[config.mk]
export PLATFORM = sky130hd
export DESIGN_NAME = alarm_sequencer
export DESIGN_NICKNAME = d
export VERILOG_FILES = /design/src/rtl/alarm_sequencer.sv
export SDC_FILE = /design/constraint.sdc
export NUM_CORES = 1
export LEC_CHECK = 0
export ABC_AREA = 1
export CORE_MARGIN = 1.5
export CORE_UTILIZATION = 51
export CTS_CLUSTER_SIZE = 8
export DETAILED_ROUTE_END_ITERATION = 8
export PLACE_DENSITY = 0.78
export SETUP_SLACK_MARGIN = 0.3
export SYNTH_ARGS = -nofsm -noshare
export SYNTH_HDL_FRONTEND = slang
export SYNTH_SLANG_ARGS = --single-unit
[constraint.sdc]
create_clock -name clk -period 1.7 [get_ports clk]
set_input_delay 0.425 -clock clk [delete_from_list [all_inputs] [get_ports clk]]
set_output_delay 0.425 -clock clk [all_outputs]
set_load 0.05 [all_outputs]
[src/rtl/alarm_sequencer.sv]
// Arming/alarm sequencer for the motion/door/window intrusion detector.
// Phases are timed by a prescaled tick; the alarm cause is latched in zone.
module alarm_sequencer #(
    parameter int TICK_DIV    = 1000,
    parameter int EXIT_TICKS  = 30,
    parameter int ENTRY_TICKS = 15,
    parameter int ALARM_TICKS = 60
) (
    input  logic       clk,
    input  logic       rst_n,
    input  logic       ena,
    input  logic       motion,
    input  logic       door,
    input  logic       window,
    input  logic       arm,
    input  logic       disarm,
    output logic       alarm,
    output logic       armed,
    output logic       beep,
    output logic       arm_fault,
    output logic [2:0] state,
    output logic [2:0] zone
);

    localparam int MAXT_A = (EXIT_TICKS > ENTRY_TICKS) ? EXIT_TICKS : ENTRY_TICKS;
    localparam int MAXT   = (MAXT_A > ALARM_TICKS) ? MAXT_A : ALARM_TICKS;
    localparam int PW     = $clog2(TICK_DIV);
    localparam int TW     = $clog2(MAXT + 1);

    typedef enum logic [2:0] {
        S_DISARMED = 3'd0,
        S_EXIT     = 3'd1,
        S_ARMED    = 3'd2,
        S_ENTRY    = 3'd3,
        S_ALARM    = 3'd4
    } state_t;

    state_t          r_state;
    state_t          w_next;
    logic [PW-1:0]   r_pre;
    logic [TW-1:0]   r_ticks;
    logic            r_arm_q;
    logic            r_alarm;
    logic            r_armed;
    logic            r_beep;
    logic            r_fault;
    logic [2:0]      r_zone;
    logic [2:0]      w_zone;
    logic            w_fault;
    logic            w_rise;
    logic            w_tick;

    assign w_rise = arm & ~r_arm_q;
    assign w_tick = (r_pre == PW'(TICK_DIV - 1));

    always_comb begin
        w_next  = r_state;
        w_zone  = r_zone;
        w_fault = 1'b0;
        if (disarm) begin
            w_next = S_DISARMED;
            w_zone = 3'b000;
        end else begin
            case (r_state)
                S_DISARMED: begin
                    if (w_rise) begin
                        if (window) w_fault = 1'b1;
                        else        w_next  = S_EXIT;
                    end
                end
                S_EXIT: begin
                    if (w_tick && r_ticks == TW'(EXIT_TICKS - 1))
                        w_next = S_ARMED;
                end
                S_ARMED: begin
                    if (window || motion) begin
                        w_next = S_ALARM;
                        w_zone = r_zone | {window, door, motion};
                    end else if (door) begin
                        w_next    = S_ENTRY;
                        w_zone[1] = 1'b1;
                    end
                end
                S_ENTRY: begin
                    if (window) begin
                        w_next    = S_ALARM;
                        w_zone[2] = 1'b1;
                    end else if (w_tick && r_ticks == TW'(ENTRY_TICKS - 1)) begin
                        w_next = S_ALARM;
                    end
                end
                S_ALARM: begin
                    // Re-arm unconditionally; live sensors are judged next edge.
                    if (w_tick && r_ticks == TW'(ALARM_TICKS - 1))
                        w_next = S_ARMED;
                end
                default: w_next = S_DISARMED;
            endcase
        end
    end

    always_ff @(posedge clk) begin
        if (!rst_n) begin
            r_state <= S_DISARMED;
            r_pre   <= '0;
            r_ticks <= '0;
            r_arm_q <= 1'b0;
            r_alarm <= 1'b0;
            r_armed <= 1'b0;
            r_beep  <= 1'b0;
            r_fault <= 1'b0;
            r_zone  <= 3'b000;
        end else if (ena) begin
            r_state <= w_next;
            r_arm_q <= arm;
            r_zone  <= w_zone;
            r_fault <= w_fault;
            r_alarm <= (w_next == S_ALARM);
            r_armed <= (w_next == S_ARMED) || (w_next == S_ENTRY);
            r_beep  <= (w_next == S_EXIT) || (w_next == S_ENTRY);
            if (w_next != r_state) begin
                r_pre   <= '0;
                r_ticks <= '0;
            end else if (w_tick) begin
                r_pre   <= '0;
                r_ticks <= r_ticks + TW'(1);
            end else begin
                r_pre <= r_pre + PW'(1);
            end
        end
    end

    assign state     = r_state;
    assign zone      = r_zone;
    assign alarm     = r_alarm;
    assign armed     = r_armed;
    assign beep      = r_beep;
    assign arm_fault = r_fault & ena;

endmodule

==> Word-level counts from Yosys, hierarchy flattened <==
Cells that the tools add are included.
{ "totals": {"out_inout_bits": 10, "regBits": 27} }
{ "classes": {"n_eq_ne": 15, "reduce_logical": 16, "n_bitwise": 4, "addsub": 2, "mux": 26} }
{ "ops": {"columns": ["op", "n"], "rows": [
  ["$mux W3", 10],
  ["$mux W10", 2],
  ["$pmux W3 S5", 1],
  ["$eq A3 B2 Y1 const B", 4],
  ["$mux W6", 2],
  ["$add A10 B1 Y10 const B", 1],
  ["$eq A10 B10 Y1 const B", 1],
  ["$mux W1", 9],
  ["$add A6 B1 Y6 const B", 1],
  ["$eq A3 B1 Y1 const B", 2],
  ["$eq A3 B3 Y1 const B", 2],
  ["$eq A6 B4 Y1 const B", 1],
  ["$eq A6 B5 Y1 const B", 1],
  ["$eq A6 B6 Y1 const B", 1],
  ["$ne A3 B3 Y1 const B", 2],
  ["$reduce_and A3 Y1", 2],
  ["$reduce_bool A2 Y1", 3],
  ["$reduce_bool A3 Y1", 2],
  ["$reduce_and A4 Y1", 1],
  ["$logic_and A1 B1 Y1", 3],
  ["$logic_not A3 Y1", 1],
  ["$logic_or A1 B1 Y1", 3],
  ["$ne A3 B3 Y1", 1],
  ["$or A3 B3 Y3", 1],
  ["other kinds (5)", 6]
]} }

==> Depth between registers and ports, before layout <==
{ "logic_depth": {"word_depth": 9, "mapped_depth": 17} }

==> Worst setup path after synthesis <==
No wires, ideal clock.
{ "synth_path": {"path_kind": "reg-to-reg", "from": "register r_state[1] (netlist: state[1])", "to": "register r_ticks[5]", "arrival_time_ns": 1.995, "t_required_ns": 1.587, "stages_incl_launch_ff": 14, "n_path_buf": 1, "setup_time_ns": 0.113, "period_less_slack_ns": 2.107, "setup_slack_ns": -0.407, "cell_sequence": "dfxtp_1 -> buf_4 -> nand4_1 -> o21ai_0 -> nand3b_2 -> nand2_1 -> nand2_1 -> nand2_2 -> nor2_8 -> nand3_4 -> nand2_8 -> nand2_1 -> nand2_1 -> nor2_1"} }
{ "synth_via": {"elab_chain_len": 7} }
{ "synth_rtl": {"columns": ["item", "line_no", "text"], "rows": [
  ["start, declared", "38", "state_t r_state;"],
  ["start signal, assigned", "114", "r_state <= w_next;"],
  ["$mux W3, on equally long branches", "88, 67, 79", null],
  ["$mux W3, on equally long branches", "85, 66, 76", null],
  ["$pmux W3 S5", "64", "case (r_state)"],
  ["$mux W3", "60", "if (disarm) begin"],
  ["$ne A3 B3 Y1 *", "121", "if (w_next != r_state) begin"],
  ["$reduce_bool A2 Y1 (no source line)", null, null],
  ["$reduce_and A2 Y1 (no source line)", null, null],
  ["end signal, assigned", "126", "r_ticks <= r_ticks + TW'(1);"],
  ["end, declared", "41", "logic [TW-1:0] r_ticks;"]
]} }
Every way passes the cells marked *; elsewhere a longest branch is shown, timed or not.
A chain may end at the register's enable or synchronous reset.

==> Worst setup path in the final report <==
{ "layout_path": {"from": "register r_pre[1]", "to": "register r_ticks[3]"} }
{ "layout_via": {"elab_chain_len": 9} }
{ "layout_rtl": {"columns": ["item", "line_no", "text"], "rows": [
  ["start, declared", "40", "logic [PW-1:0] r_pre;"],
  ["start signal, assigned", "128", "r_pre <= r_pre + PW'(1);"],
  ["$eq A10 B10 Y1 *", "54", "assign w_tick = (r_pre == PW'(TICK_DIV - 1));"],
  ["$logic_and A1 B1 Y1", "88", "end else if (w_tick && r_ticks == TW'(ENTRY_TICKS - 1)) begin"],
  ["$mux W3", "88", null],
  ["$mux W3", "85", "if (window) begin"],
  ["$pmux W3 S5", "64", null],
  ["$mux W3", "60", null],
  ["$ne A3 B3 Y1", "121", null],
  ["$reduce_bool A2 Y1 (no source line)", null, null],
  ["$reduce_and A2 Y1 (no source line)", null, null]
]} }
Marks and branches as above.

==> flow_metrics.tcl <==
set metrics [dict create \
    status "finished with violations" \
    violations "setup timing" \
    ios 18 \
    dr.pass1.iters 6 \
    cts_num_sinks 27 \
    synth_cell_types 33 \
    drtIter0Drc 191 \
    final_cell_mix "buf_4 (60), nand2_1 (39), nand3_1 (22), inv_1 (20), nor2_1 (20)" \
    maxCapViolations 0 \
    clock_latency_ns 0.33 \
    coreArea_mm2 0.00313 \
    nFillCells 152 \
    drive_gt1_frac 0.481 \
    io_buffers 17 \
    cp.arrival_ns 2.41 \
    h-tree-depth 1 \
    ys_ff_latch 27 \
    synth_top_cell_area_share 0.316 \
    grt_use_total 0.251 \
    worst_slack_ns -0.441 \
    tritoncts "yes" \
    period_minus_slack_ns 2.14 \
    required_ns 1.97 \
    clockBufferDepth 2 \
    grt_start_max_net_pins 15 \
    syn-cell-area_mm2 0.00171 \
    skew_ns 0.00797 \
    wire_per_inst_um 16.9 \
    syn_to_final_growth_pct 55.3 \
    grt_pass1_vias 1638 \
    hold_violations 0 \
    syn_nets 251 \
    start_util 0.547 \
    antennaDiodeCount 0 \
    root_buffer "clkbuf_4" \
    vias 2062 \
    gp_congestion 0.931 \
    p_total_uw 1240 \
    ir_drop_mv 0.463 \
    crit_fanout 5 \
    drv_slew 0 \
    finalSetupViolations 18 \
    worst_pin_slew_ns 0.355 \
    wl_um 6130 \
    die_y_um 60.9 \
    grt_pass1_wl_um 7000 \
    start_kind "flip-flop" \
    whs_ns 0.485 \
    worstSetupPathType "flip-flop to flip-flop" \
    hold_path_class "flip-flop to flip-flop" \
    ys_warn_count 0 \
    worstSetupEndpointType "flip-flop" \
    antenna_found_initial 0 \
    num-nets-final 331 \
    p_per_area_mw_per_mm2 466 \
    numCtsBuffers 3 \
    hpwl_um 3140 \
    ctsHoldBuffers 0 \
    rows 20 \
    final_common_cell "buf_4" \
    avgSynthCellArea_um2 7.16 \
    fp.dieW_um 60.9 \
    viasPerCell 5.70 \
    netlist_instances 239 \
    pre_cts_slack_ns -0.601 \
    finalCritPeriodShare 1.26 \
    fin_tns_setup_ns -6.82 \
    p_leak_uw 0.00112 \
    max_freq_mhz 467 \
    die_area_mm2 0.00371 \
    relSlewSlack 0.762 \
    synth_area_leader_cell "dfxtp_1" \
    yosysSeqAreaShare 0.316 \
    post-route-drc-count 0 \
    clk_pin_slew_ns 0.15 \
    antenna_left 0 \
    synth_area_leaders "dfxtp_1 (32%), nand2_1 (9.6%), nand3_1 (7.9%), inv_1 (5.3%), nor2_1 (5.3%)" \
    rsz0062_at_grt "true" \
    postLayoutCoreUtil 0.850 \
    overflow 0 \
]
[worst max-delay path, stage by stage (launching register included)]
cell     delay [ns]
dfxtp_2        0.36
ha_2           0.20
nand2_1        0.09
nor2_1         0.15
nand4_1        0.17
nand2_1        0.10
nand2_1        0.06
nand2_2        0.10
nand2_1        0.09
nand2_1        0.08
nand2_1        0.08
inv_2          0.11
buf_4          0.15
nand3_1        0.09
nand3_1        0.09
nand2_1        0.06
nor2_1         0.09
[cell type report]
type                    instances  area [um^2]  share of cell area
well taps                      44         55.1              0.0207
flip-flops and latches         27          562               0.211
multi-input cells             177         1190               0.447
repair buffers                 81          706               0.266
inverters                      29          120              0.0452
clock buffers                   4         26.3             0.00989
[logic make-up (layout without fill, tap and decap cells)]
logic type	after synthesis	after routing	share of synthesized area
xor gates and xnor gates	9	9	0.0461
buffers and inverters	37	114	0.0965
DFF	27	27	0.316
AOI/OAI and AO/OA	28	28	0.0906
and+or+nand+nor	134	136	0.422
adders and majority gates	4	4	0.0292
[timing repair]
item,4_1_cts,5_1_grt
cloned,2,0
setup buffers,6,8
gates resized for setup,33,22
endpoints found under the setup margin,27,27
pin swaps,18,3
[registers in the layout (all words and copies together), names as in the netlist]
signal / cells
r_pre: 10
r_ticks: 6
state: 3
zone: 3
alarm: 1
armed: 1
beep: 1
r_arm_q: 1
r_fault: 1
[routing by layer]
metal / routed length (um) / GRT usage / part of all wire / vias up
met5: 0 / 0 / 0 / -
met1: 2310 / 0.329 / 0.38 / 962
li1: - / - / - / 931
met3: 442 / 0.0235 / 0.072 / 50
met2: 3000 / 0.435 / 0.49 / 119
met4: 376 / 0.0776 / 0.061 / 0
[where the power goes]
group / total [uW] / switching [uW] / internal [uW] / leakage (uW)
clock: 291 / 199 / 92.0 / 0.0000150
sequential: 661 / 15.1 / 646 / 0.000224
combinational: 286 / 162 / 124 / 0.000882
total: 1240 / 377 / 862 / 0.00112
[final timing paths]
path / cells past startpoint / slack (ns) / end / start
min: 2 / 0.48 / alarm$_SDFFE_PN0P_ / alarm$_SDFFE_PN0P_
max reg2reg: 16 / -0.44 / r_ticks[3]$_SDFFE_PN0P_ / r_pre[1]$_SDFFE_PN0P_
min reg2reg: 2 / 0.48 / alarm$_SDFFE_PN0P_ / alarm$_SDFFE_PN0P_
max: 16 / -0.44 / r_ticks[3]$_SDFFE_PN0P_ / r_pre[1]$_SDFFE_PN0P_
[cells in the mapped netlist (all sizes together)]
master   n
a21oi   19
a31oi    2
buf      7
clkbuf   1
dfxtp   27
ha       4
inv     29
nand2   53
nand3   31
nand3b   1
nand4    6
nor2    35
nor3     4
nor3b    1
o21ai    6
o21ba    1
or2      2
or4      1
xor2     9
[stage by stage]
stage / std cells / instance area, um^2
after floorplan: 239 / 1780
after global placement: 342 / 2330
after detailed placement: 342 / 2330
after CTS: 354 / 2510
after global routing: 362 / 2660
final: 362 / 2660
(Power assumes the default switching activity.)
